[src/rtl/mmio_pkg.sv]
// Shared definitions for the MMIO bridge: FSM encoding, default IO window and
// the fixed channel assignments of the board peripherals.
package mmio_pkg;

   typedef enum logic [1:0] {
      ST_IDLE    = 2'd0,
      ST_MEM_ACC = 2'd1,
      ST_IO_ACC  = 2'd2,
      ST_DONE    = 2'd3
   } mmio_state_e;

   localparam logic [31:0] IO_BASE_DEF = 32'hFFFF_FC60;
   localparam int          CH_LED      = 0;
   localparam int          CH_SWITCH   = 1;
   localparam int          WCNT_W      = 4;

   // Word-offset width inside one channel; a 4-byte channel still gets one bit.
   function automatic int io_reg_w(input int stride);
      return ($clog2(stride) > 3) ? $clog2(stride) - 2 : 1;
   endfunction

endpackage

[src/rtl/mmio_decode.sv]
// Combinational IO window decode: address -> mapped flag, one-hot channel
// select and word offset. Shared with the debug bus.
module mmio_decode
   import mmio_pkg::*;
#(
   parameter int          IO_CH     = 4,
   parameter logic [31:0] IO_BASE   = IO_BASE_DEF,
   parameter int          CH_STRIDE = 16
) (
   input  logic [31:0]                     caddress,
   output logic                            mapped,
   output logic [IO_CH-1:0]                ch_sel,
   output logic [io_reg_w(CH_STRIDE)-1:0]  io_reg
);

   localparam int          SH   = $clog2(CH_STRIDE);
   localparam logic [31:0] SPAN = 32'(IO_CH * CH_STRIDE);

   logic [31:0] off;
   logic [31:0] ch_idx;

   // IO_BASE is word aligned, so the low offset bits equal the address bits.
   always_comb begin
      off    = caddress - IO_BASE;
      mapped = (off < SPAN) && (off[1:0] == 2'b00);
      ch_idx = off >> SH;
      ch_sel = '0;
      for (int k = 0; k < IO_CH; k++) begin
         ch_sel[k] = mapped && (ch_idx == 32'(k));
      end
   end

   generate
      if (SH > 2) begin : g_reg
         assign io_reg = mapped ? off[SH-1:2] : '0;
      end else begin : g_noreg
         assign io_reg = '0;
      end
   endgenerate

endmodule

[src/rtl/mmio_bridge.sv]
// Multi-cycle bridge from the memory stage to data RAM and IO channels, with
// programmable wait states, pipeline stall and bus error reporting.
//
//  state   | meaning
//  IDLE    | waiting for a request; stall follows the request combinationally
//  MEM_ACC | RAM strobe held for MEM_WAIT+1 cycles
//  IO_ACC  | IO strobe and chip select held for IO_WAIT+1 cycles
//  DONE    | one cycle, stall released, bus_err reported, requests ignored
module mmio_bridge
   import mmio_pkg::*;
#(
   parameter int          DATA_W    = 32,
   parameter int          IO_DW     = 16,
   parameter int          IO_CH     = 4,
   parameter logic [31:0] IO_BASE   = IO_BASE_DEF,
   parameter int          CH_STRIDE = 16,
   parameter int          MEM_WAIT  = 0,
   parameter int          IO_WAIT   = 1
) (
   input  logic                            clock,
   input  logic                            reset,
   input  logic [31:0]                     caddress,
   input  logic [DATA_W-1:0]               wdata,
   input  logic                            memread,
   input  logic                            memwrite,
   input  logic                            ioread,
   input  logic                            iowrite,
   output logic                            cpu_stall,
   output logic [DATA_W-1:0]               rdata,
   output logic                            bus_err,
   output logic [31:0]                     mem_addr,
   output logic                            mem_rd,
   output logic                            mem_wr,
   output logic [DATA_W-1:0]               mem_wdata,
   input  logic [DATA_W-1:0]               mem_rdata,
   output logic [IO_CH-1:0]                io_cs,
   output logic [io_reg_w(CH_STRIDE)-1:0]  io_reg,
   output logic                            io_rd,
   output logic                            io_wr,
   output logic [IO_DW-1:0]                io_wdata,
   input  logic [IO_CH*IO_DW-1:0]          io_rdata
);

   localparam int REG_W = io_reg_w(CH_STRIDE);

   mmio_state_e         state_q, state_d;
   logic [WCNT_W-1:0]   wcnt_q;
   logic                err_q;
   logic                rd_q;
   logic                wr_q;
   logic [DATA_W-1:0]   wdata_q;
   logic [DATA_W-1:0]   rdata_q;
   logic [31:0]         mem_addr_q;
   logic [IO_CH-1:0]    cs_q;
   logic [REG_W-1:0]    reg_q;

   logic                dec_mapped;
   logic [IO_CH-1:0]    dec_cs;
   logic [REG_W-1:0]    dec_reg;

   logic                req;
   logic                io_req;
   logic [2:0]          n_req;
   logic                bad;
   logic [IO_DW-1:0]    io_sel;

   mmio_decode #(
      .IO_CH     (IO_CH),
      .IO_BASE   (IO_BASE),
      .CH_STRIDE (CH_STRIDE)
   ) u_decode (
      .caddress (caddress),
      .mapped   (dec_mapped),
      .ch_sel   (dec_cs),
      .io_reg   (dec_reg)
   );

   always_comb begin
      req    = memread | memwrite | ioread | iowrite;
      io_req = ioread | iowrite;
      n_req  = {2'b00, memread} + {2'b00, memwrite} + {2'b00, ioread} + {2'b00, iowrite};
      bad    = (n_req > 3'd1) || (io_req && !dec_mapped);
   end

   always_comb begin
      io_sel = '0;
      for (int k = 0; k < IO_CH; k++) begin
         if (cs_q[k]) io_sel = io_sel | io_rdata[k*IO_DW +: IO_DW];
      end
   end

   always_comb begin
      state_d = state_q;
      unique case (state_q)
         ST_IDLE: begin
            if (req) begin
               if (bad)         state_d = ST_DONE;
               else if (io_req) state_d = ST_IO_ACC;
               else             state_d = ST_MEM_ACC;
            end
         end
         ST_MEM_ACC, ST_IO_ACC: begin
            if (wcnt_q == '0) state_d = ST_DONE;
         end
         ST_DONE: state_d = ST_IDLE;
         default: state_d = ST_IDLE;
      endcase
   end

   always_ff @(posedge clock or negedge reset) begin
      if (!reset) begin
         state_q    <= ST_IDLE;
         wcnt_q     <= '0;
         err_q      <= 1'b0;
         rd_q       <= 1'b0;
         wr_q       <= 1'b0;
         wdata_q    <= '0;
         rdata_q    <= '0;
         mem_addr_q <= '0;
         cs_q       <= '0;
         reg_q      <= '0;
      end else begin
         state_q <= state_d;
         unique case (state_q)
            ST_IDLE: begin
               if (req) begin
                  err_q   <= bad;
                  rd_q    <= memread | ioread;
                  wr_q    <= memwrite | iowrite;
                  wdata_q <= wdata;
                  if (!bad && io_req) begin
                     cs_q   <= dec_cs;
                     reg_q  <= dec_reg;
                     wcnt_q <= WCNT_W'(IO_WAIT);
                  end else begin
                     cs_q   <= '0;
                     reg_q  <= '0;
                     wcnt_q <= WCNT_W'(MEM_WAIT);
                  end
                  if (!bad && !io_req) mem_addr_q <= caddress;
               end
            end
            ST_MEM_ACC, ST_IO_ACC: begin
               if (wcnt_q != '0) begin
                  wcnt_q <= wcnt_q - 1'b1;
               end else if (rd_q) begin
                  rdata_q <= (state_q == ST_MEM_ACC) ? mem_rdata : DATA_W'(io_sel);
               end
            end
            ST_DONE: err_q <= 1'b0;
            default: ;
         endcase
      end
   end

   // Strobes decode straight from state so an async reset removes them at once.
   always_comb begin
      cpu_stall = ((state_q == ST_IDLE) && req) ||
                  (state_q == ST_MEM_ACC) || (state_q == ST_IO_ACC);
      mem_rd    = (state_q == ST_MEM_ACC) && rd_q;
      mem_wr    = (state_q == ST_MEM_ACC) && wr_q;
      io_rd     = (state_q == ST_IO_ACC) && rd_q;
      io_wr     = (state_q == ST_IO_ACC) && wr_q;
      io_cs     = (state_q == ST_IO_ACC) ? cs_q : '0;
      io_reg    = (state_q == ST_IO_ACC) ? reg_q : '0;
      mem_wdata = mem_wr ? wdata_q : '0;
      io_wdata  = io_wr ? wdata_q[IO_DW-1:0] : '0;
      bus_err   = (state_q == ST_DONE) && err_q;
      rdata     = rdata_q;
      mem_addr  = mem_addr_q;
   end

endmodule

[config.mk]
export PLATFORM = sky130hd
export DESIGN_NAME = mmio_bridge
export DESIGN_NICKNAME = d
export VERILOG_FILES = /design/src/rtl/mmio_pkg.sv /design/src/rtl/mmio_decode.sv /design/src/rtl/mmio_bridge.sv
export SDC_FILE = /design/constraint.sdc
export NUM_CORES = 1
export LEC_CHECK = 0
export CORE_ASPECT_RATIO = 1.1
export CORE_MARGIN = 8
export CORE_UTILIZATION = 45
export CTS_BUF_LIST = sky130_fd_sc_hd__clkbuf_16
export CTS_CLUSTER_DIAMETER = 30
export DETAILED_ROUTE_END_ITERATION = 10
export PLACE_DENSITY = 0.88
export SLEW_MARGIN = 20
export SYNTH_ARGS = -nofsm -noshare
export SYNTH_HDL_FRONTEND = slang
export SYNTH_SLANG_ARGS = --single-unit
[constraint.sdc]
create_clock -name clock -period 4.4 [get_ports clock]
set_input_delay 0.88 -clock clock [delete_from_list [all_inputs] [get_ports clock]]
set_output_delay 0.88 -clock clock [all_outputs]
set_load 0.02 [all_outputs]
==> impl_metrics.tcl, run 1 <==
set metrics [dict create \
    skew_ps 7.040 \
    synth_top_cell_by_area "dfrtp_1" \
    grt_start_max_net_pins 65 \
    p_sw_share_pct 40.90 \
    clockPowerShare_pct 15.4 \
    worstPathArrival_ps 2930 \
    critPathMaxFanout 4 \
    fillers 1013 \
    synth_seq_area_share_pct 46.21 \
    holdPathEnd "wdata_q[27]$_DFFE_PN0P_" \
    place_area_sq_um 8994 \
    clk_path_buf_depth 2 \
    syn_area_sq_um 6011 \
    fp.dieH_um 137.2 \
    firstDrtPassIters 5 \
    yosysTopAreaCellShare_pct 46.21 \
    ys_seq_elements 111 \
    critPathMaxStageDelay_ps 560 \
    drv_cap 0 \
    timing.rr.start "state_q[0]$_DFFE_PN0P_" \
    reg2reg_setup_slack_ps 1960 \
    p_comb_share_pct 50.9 \
    worstPathRequired_ps 3520 \
    synth_edf_count 0 \
    die_w_um 126.2 \
    path_clk_slew_ps 80 \
    ant_nets 0 \
    p_switching_mw 2.148 \
    ios 290 \
    utilization_pct 70.89 \
    cp-start-kind "input port" \
    via_count 6124 \
    p_seq_share_pct 33.8 \
    synth_cells 685 \
    power.total_mw 5.252 \
    post-route-period-util_pct 86.60 \
    synth_top_cells_by_count "nand2_1, dfrtp_1, o21ai_0" \
    numClockSinks 111 \
    dp_cells 1097 \
    hold_path_class "register to register" \
    cts_made_buffers 9 \
    grt_setup_unrepaired "false" \
    dp_worst_setup_slack_ps 373.2 \
    synth_area_leaders "dfrtp_1, nand2_1, mux2_2" \
    finalHoldViolCount 0 \
    r2r_cells 8 \
    yosysWarnings 0 \
    final_cell_area_sq_um 9289 \
    dieArea_sq_um 17320 \
    setup_viol 0 \
    fin_tns_setup_ps 0 \
    fin_ws_ps 589.6 \
    ctsHoldBuffers 0 \
    min-delay-start "wdata_q[27]$_DFFE_PN0P_" \
    cts-resized-gates 0 \
    p_int_mw 3.104 \
    r2r-end "mem_addr[28]$_DFFE_PN0P_" \
    vdd_ir_drop_max_mv 0.4062 \
    ys_async_sr_fraction_pct 100.0 \
    cp_cell_sequence "clkdlybuf4s50_1 -> inv_1 -> ha_1 -> nor3b_1 -> nor2_2 -> or3_1 -> clkdlybuf4s50_1" \
    htreeDepth 3 \
    crit_type "input port to primary output" \
    ff_latch_area_sq_um 2779 \
    area_growth_pct 54.54 \
    num_antenna_cells 0 \
    yosysUniqueCellTypes 53 \
    fmax_ghz 0.2624 \
    numPortBuffers 289 \
    whs_ps 471.9 \
    p_per_area_nw_per_um2 565.4 \
    grt_pass1_wl_um 32520 \
    grt_pass1_vias 6117 \
    finalWirelength_um 20860 \
    synth_nets 859 \
    multi_input_area_sq_um 3025 \
    gr-usage-all-layers_pct 23.50 \
    timing.final.crit_period_ps 3810 \
    worstSetupEndpointType "primary output" \
    crit_path_frequent_cell "clkdlybuf4s50_1" \
    synth_most_common_cell "nand2_1" \
    tightest_slew_ps 856.0 \
    syn_area_per_cell_sq_um 8.775 \
    clock_latency_ps 350 \
    crit_slowest_cell "clkdlybuf4s50_1" \
    slew_viol_final 0 \
    synth_ff_type "dfrtp_1" \
    wl_per_cell_um 18.74 \
    gp_congestion 0.9006 \
    antenna_found_initial 0 \
    rows 44 \
    vias_per_cell 5.502 \
    cp_top_family "buffers and inverters" \
    layout.cells.non_filler 1113 \
    path_buf_inv 3 \
    slew_headroom_pct 42.93 \
    drive_gt1_share_pct 7.143 \
    root_buffer "clkbuf_16" \
    p_leak_nw 3.971 \
    hold_depth 2 \
    route.detailed.drc 0 \
    start_util_pct 45.87 \
    gr-total-overflow 0 \
    dp_hpwl_um 15820 \
    cts_tree "done" \
    post-cts-setup-buffers 0 \
    status "finished clean" \
    fin_nets 1121 \
    drtIter0Drc 625 \
    coreArea_sq_um 13100 \
]
[how the worst max path moves through the flow]
stage | start | endpoint | slack, ps | depth (start not counted)
after global routing | memread | cpu_stall | 470 | 7
after floorplan | memread | cpu_stall | 1310 | 5
after detailed placement | caddress[6] | state_q[0]$_DFFE_PN0P_ | 370 | 8
final | memread | cpu_stall | 590 | 7
after CTS | memread | cpu_stall | 590 | 7
after global placement | caddress[6] | state_q[0]$_DFFE_PN0P_ | 530 | 8
[cells by family after synthesis]
logic type | share of synthesized area, %
compound gates | 16.13
xor+xnor | 0.8744
fa+ha+maj | 1.790
buf+inv | 3.747
flops | 46.21
mux | 5.599
simple gates | 25.65
[metal layers]
layer / share of wire [%] / up-vias / track usage (%)
li1: - / 2939 / -
met1: 40 / 2890 / 28.18
met2: 50 / 254 / 40.33
met3: 6.6 / 41 / 5.343
met4: 3.1 / 0 / 9.565
met5: 0 / - / 0
[state kept, by name, summed over array words and instances, names as in the netlist]
name,cells
rd_q,1
cs_q,4
wcnt_q,4
mem_addr,32
err_q,1
wdata_q,32
state_q,2
rdata,32
reg_q,2
wr_q,1
[worst register-to-register path: stages (launching register included)]
cell and delay (ps):
dfrtp_1 420, inv_1 120, ha_1 330, inv_1 180, nor2_2 150, buf_4 350, nand3_1 120, buf_4 280
mux2_2 350
[final cells by class]
type,instances,share of cell area [%]
clock inverter,7,0.6600
inverter,13,0.5253
tap,161,2.169
sequential,111,29.92
clock buffer,9,2.425
timing repair buffer,295,31.73
multi-input combinational,517,32.57
[power by group through the flow]
stage	Combinational [mW]	Clock (mW)	Sequential (mW)
floorplan	1.20	0	2.00
global route	2.89	0.867	1.84
CTS	2.67	0.815	1.77
detailed placement	2.66	0	1.78
finish	2.67	0.807	1.77
global placement	2.61	0	1.76
[placed cells by master (no fill, tap or decap), drive strengths merged, types with 5 or more instances in the layout]
| cell type | count |
|---|---|
| nor2 | 18 |
| mux2 | 29 |
| ha | 7 |
| a21oi | 41 |
| nand2 | 175 |
| buf | 7 |
| clkinv | 5 |
| nand3 | 15 |
| and3 | 51 |
| clkdlybuf4s50 | 288 |
| and2 | 12 |
| clkbuf | 9 |
| nor3b | 5 |
| nor4 | 6 |
| o21ai | 53 |
| inv | 14 |
| nor3 | 7 |
| a22oi | 33 |
| nand4 | 12 |
| dfrtp | 111 |
Power figures use the tool's default switching activity.
==> run 2, diff against run 1 <==
--- a/config.mk
+++ b/config.mk
@@ -8,10 +8,9 @@
 export CORE_ASPECT_RATIO = 1.1
 export CORE_MARGIN = 8
 export CORE_UTILIZATION = 45
-export CTS_BUF_LIST = sky130_fd_sc_hd__clkbuf_16
 export CTS_CLUSTER_DIAMETER = 30
 export DETAILED_ROUTE_END_ITERATION = 10
-export PLACE_DENSITY = 0.88
+export PLACE_DENSITY = 0.95
 export SLEW_MARGIN = 20
 export SYNTH_ARGS = -nofsm -noshare
 export SYNTH_HDL_FRONTEND = slang
==> impl_metrics.tcl, run 2 (synthesized netlist as in run 1, its figures left out) <==
set metrics [dict create \
    status "finished clean" \
    route.detailed.drc 0 \
    coreArea_sq_um 13100 \
    drive_gt1_share_pct 7.248 \
    worstPathRequired_ps 3520 \
    slew_headroom_pct 34.95 \
    fin_tns_setup_ps 0 \
    worstSetupEndpointType "primary output" \
    start_util_pct 45.87 \
    worstPathArrival_ps 2880 \
    finalWirelength_um 20840 \
    drtIter0Drc 585 \
    vias_per_cell 5.558 \
    ios 290 \
    cp-start-kind "input port" \
    fin_ws_ps 641.0 \
    setup_viol 0 \
    area_growth_pct 54.23 \
    gr-usage-all-layers_pct 23.16 \
    crit_type "input port to primary output" \
    fin_nets 1122 \
    cts_tree "done" \
    grt_setup_unrepaired "false" \
    layout.cells.non_filler 1113 \
    dp_cells 1098 \
    p_per_area_nw_per_um2 563.0 \
    numPortBuffers 289 \
    post-cts-setup-buffers 0 \
    drv_cap 0 \
    ant_nets 0 \
    place_area_sq_um 8989 \
    gp_congestion 0.8884 \
    finalHoldViolCount 0 \
    rows 44 \
    clock_latency_ps 350 \
    numClockSinks 111 \
    dp_hpwl_um 15760 \
    layout_common_cells "clkdlybuf4s50_1, nand2_1, dfrtp_1, o21ai_0, and3_1" \
    p_leak_nw 3.959 \
    dieArea_sq_um 17320 \
    cts-resized-gates 0 \
    timing.final.crit_period_ps 3759 \
    ctsHoldBuffers 0 \
    final_cell_area_sq_um 9270 \
    path_clk_slew_ps 80 \
    skew_ps 11.77 \
    dp_worst_setup_slack_ps 487.7 \
    fmax_ghz 0.2660 \
    critPathMaxFanout 4 \
    tightest_slew_ps 975.7 \
    cts_made_buffers 9 \
    via_count 6186 \
    vdd_ir_drop_max_mv 0.4277 \
    grt_start_max_net_pins 77 \
    fp.dieH_um 137.2 \
    reg2reg_setup_slack_ps 1970 \
    htreeDepth 3 \
    firstDrtPassIters 5 \
    final_common_cell "clkdlybuf4s50_1" \
    clk_path_buf_depth 2 \
    grt_pass1_wl_um 32060 \
    post-route-period-util_pct 85.43 \
    gr-total-overflow 0 \
    wl_per_cell_um 18.73 \
    root_buffer "clkbuf_16" \
    antenna_found_initial 0 \
    die_w_um 126.2 \
    grt_pass1_vias 6086 \
    num_antenna_cells 0 \
    hold_path_class "register to register" \
    fillers 979 \
    slew_viol_final 0 \
]
## run 2: cell count changes in the layout (fill, tap and decap cells not counted), sizes merged
cell | previous run | this run
buf | 7 | 8
clkinv | 5 | 1
bufinv | 1 | 0
clkbuf | 9 | 11
inv | 14 | 15
clkinvlp | 0 | 1
## run 2: path summary, 6_finish.rpt
| path | start | endpoint | depth (start not counted) |
|---|---|---|---|
| worst max-delay path | memread | cpu_stall | 7 |
| worst min-delay path | wdata_q[19]$_DFFE_PN0P_ | wdata_q[19]$_DFFE_PN0P_ | 2 |
| worst max register to register | state_q[0]$_DFFE_PN0P_ | mem_addr[29]$_DFFE_PN0P_ | 8 |
| worst min register to register | wdata_q[19]$_DFFE_PN0P_ | wdata_q[19]$_DFFE_PN0P_ | 2 |
| max in group asynchronous | reset | rdata[3]$_DFFE_PN0P_ | 2 |
| min in group asynchronous | reset | wdata_q[29]$_DFFE_PN0P_ | 1 |
## run 2: per-layer routing
| layer | wire length [um] | track usage [%] | vias to the layer above |
|---|---|---|---|
| met5 | 0 | 0 | - |
| met4 | 698 | 10.50 | 0 |
| met3 | 1271 | 5.652 | 44 |
| met2 | 10720 | 39.98 | 241 |
| met1 | 8157 | 26.95 | 2957 |
| li1 | - | - | 2944 |
## run 2: final cells by class
| cell class | instances | area, sq um | area share [%] |
|---|---|---|---|
| Multi-Input combinational cell | 517 | 3025 | 32.64 |
| Timing Repair Buffer | 296 | 2943 | 31.75 |
| Sequential cell | 111 | 2779 | 29.98 |
| Clock buffer | 11 | 242.7 | 2.618 |
| Tap cell | 161 | 201.4 | 2.173 |
| Inverter | 13 | 48.80 | 0.5264 |
| Clock inverter | 4 | 30.03 | 0.3239 |
## run 2: through the flow
step	total power, mW	util (%)	hold WS (ps)
after floorplan	3.201	-	438.6
after CTS	5.243	70.68	474.3
after global placement	4.368	68.60	450.2
after global routing	5.555	70.75	488.0
after detailed placement	4.457	68.60	455.1
final	5.219	70.75	472.7
## run 2: power breakdown
group          switching [mW]  total, mW  internal (mW)
Sequential              0.308       1.77           1.47
Combinational            1.47       2.67           1.20
Clock                   0.373      0.774          0.401
## run 2: critical path, cell delays in order
cell and delay [ps]:
clkdlybuf4s50_1 420, inv_1 100, ha_1 210, nor3b_1 340, nor2_2 70, or3_1 300
clkdlybuf4s50_1 560
==> patch (flow settings as in run 1) <==
Encoding of `mmio_state_e`: now one-hot (4 bits for 4 states).
--- a/src/rtl/mmio_pkg.sv
+++ b/src/rtl/mmio_pkg.sv
@@ -2,11 +2,11 @@
 // the fixed channel assignments of the board peripherals.
 package mmio_pkg;
 
-   typedef enum logic [1:0] {
-      ST_IDLE    = 2'd0,
-      ST_MEM_ACC = 2'd1,
-      ST_IO_ACC  = 2'd2,
-      ST_DONE    = 2'd3
+   typedef enum logic [3:0] {
+      ST_IDLE    = 4'b0001,
+      ST_MEM_ACC = 4'b0010,
+      ST_IO_ACC  = 4'b0100,
+      ST_DONE    = 4'b1000
    } mmio_state_e;
 
    localparam logic [31:0] IO_BASE_DEF = 32'hFFFF_FC60;
Formal check against the unedited RTL: no difference found for any inputs over 4 cycles, from zero or initial values and one cycle with reset low; so few cycles prove little.
==> patch against run 1 <==
  * Synthesized area fell by 3.6%
  * Final cell count down 3.8%
  * Sequential cell count up 2
  * First-iteration DRC count decreased by 19%
  * Worst setup slack better by 0.20 ns
  * Wire length fell by 0.69%
  * Utilization increased by 3.7 points
  * Hold slack worse by 0.0030 ns
  * Via count decreased by 5.3%
  * Design area increased by 1.2%
  * Synthesized cell count fell by 8.3%
  * Critical path type is now in2reg
  * Critical endpoint is now cs_q[2]
  * Largest cell class is now buffers
Power is not compared: it rests on default switching activity, and its combinational part moved more than twofold at a synthesized area within 25%.
==> patch: results (changes against run 1) <==
| Metric | Value |
|---|---|
| Vias/cell | 5.42 (was 5.50) |
| Worst-path clk slew | 0.05 ns (was 0.08 ns) |
| Largest stage delay, worst path | 0.68 ns (was 0.56 ns) |
| Status | complete, no violations (unchanged) |
| Drt first pass iters | 6 (was 5) |
| Synthesized-area fraction occupied by adder cells | 0.993% (was 1.79%) |
| Largest net degree at the start of global routing | 69 (was 65) |
| H-tree depth | 4 (was 3) |
| HPWL Detailed | 15600 µm (was 15800 µm) |
| Nets | 1071 (was 1121) |
| Count of different cell masters after synthesis | 50 (was 53) |
| Post-Route Skew | 0.00721 ns (was 0.00704 ns) |
| Min-delay worst type | reg2reg (unchanged) |
| Cells after DPL | 1039 (was 1097) |
| Pre-CTS setup slack | 0.440 ns (was 0.373 ns) |
| Syn Nets | 798 (was 859) |
| Post-DP Area | 0.00880 mm² (was 0.00899 mm²) |
| Synth Area per Inst | 9.23 µm² (was 8.77 µm²) |
| Total GRT Usage | 24.0% (was 23.5%) |
| Crit path max-delay family | simple AND/OR/NAND/NOR gates (was buffers and inverters) |
| Post-synthesis compound-gate area fraction | 16.7% (was 16.1%) |
| Vias in the first global route | 5821 (was 6117) |
| Layout cell share with drive strength beyond 1 | 9.08% (was 7.14%) |
| Mux contribution to synthesized area | 6.02% (was 5.60%) |
| Number of buffers created by CTS | 17 (was 9) |
| # fillers | 918 (was 1013) |
| Synth Flop Type | dfrtp_1 (unchanged) |
| Clock Latency Late Sink | 0.40 ns (was 0.35 ns) |
| Final WL | 20700 µm (was 20900 µm) |
| Crit path max fanout | 8 (was 4) |
| Post-synthesis sequential area ratio | 48.8% (was 46.2%) |
| Synth area leaders | dfrtp_1, nand2_1, mux2_2, and3_1, a22oi_1 (was dfrtp_1, nand2_1, mux2_2, and3_1, o21ai_0) |
| CP arrival | 3.93 ns (was 2.93 ns) |
| DRT iter0 DRCs | 507 (was 625) |
| First-pass GRT wire length | 32500 µm (about the same) |
## patch: cell types whose count changed after synthesis, sizes merged, moves of 4 or more
cell / run 1 / this run
ha: 7 / 3
a22o: 0 / 16
nand4: 12 / 7
buf: 3 / 8
nand2: 175 / 144
o21ai: 53 / 33
## patch: path summary, 6_finish.rpt
| check | startpoint | to | slack [ns] | cells past startpoint |
|---|---|---|---|---|
| hold reg to reg | wdata_q[21] | wdata_q[21] | 0.47 | 2 |
| setup / recovery | caddress[5] | cs_q[2] | 0.79 | 9 |
| hold / removal | wdata_q[21] | wdata_q[21] | 0.47 | 2 |
| min in group asynchronous | reset | mem_addr[25] | 0.57 | 1 |
| max in group asynchronous | reset | state_q[0] | 2.92 | 2 |
| setup reg to reg | state_q[1] | rdata[23] | 2.10 | 7 |
## patch: routing by layer
layer  vias up  global-route usage (%)  routed length (µm)
met2       243                    42.5               10800
met3        28                    7.53                1560
met4         0                    6.90                 320
met1      2754                    27.1                8060
met5         -                       0                   0
li1       2777                       -                   -
## patch: cell families (layout without fill, tap and decap cells)
group	after synthesis	after routing
AO/OA/AOI/OAI	145	145
XOR/XNOR	4	4
adder cells (fa/ha/maj)	4	4
buffers and inverters	57	343
flip-flops	113	113
multiplexers	31	31
AND/OR/NAND/NOR	274	274
## patch: layout make-up
| type | instances | share of cell area (%) |
|---|---|---|
| Multi-Input combinational cell | 458 | 29.4 |
| Sequential cell | 113 | 30.1 |
| Clock inverter | 15 | 1.80 |
| Clock buffer | 17 | 4.53 |
| Timing Repair Buffer | 300 | 31.6 |
| Tap cell | 157 | 2.09 |
| Inverter | 11 | 0.439 |
## patch: worst reg2reg max path: stages (launching register included)
cell and delay (ns):
dfrtp_1 0.37, inv_1 0.09, nor4_2 0.23, buf_4 0.55, or2_2 0.29, nand3_1 0.09, buf_4 0.27, a22o_1 0.30
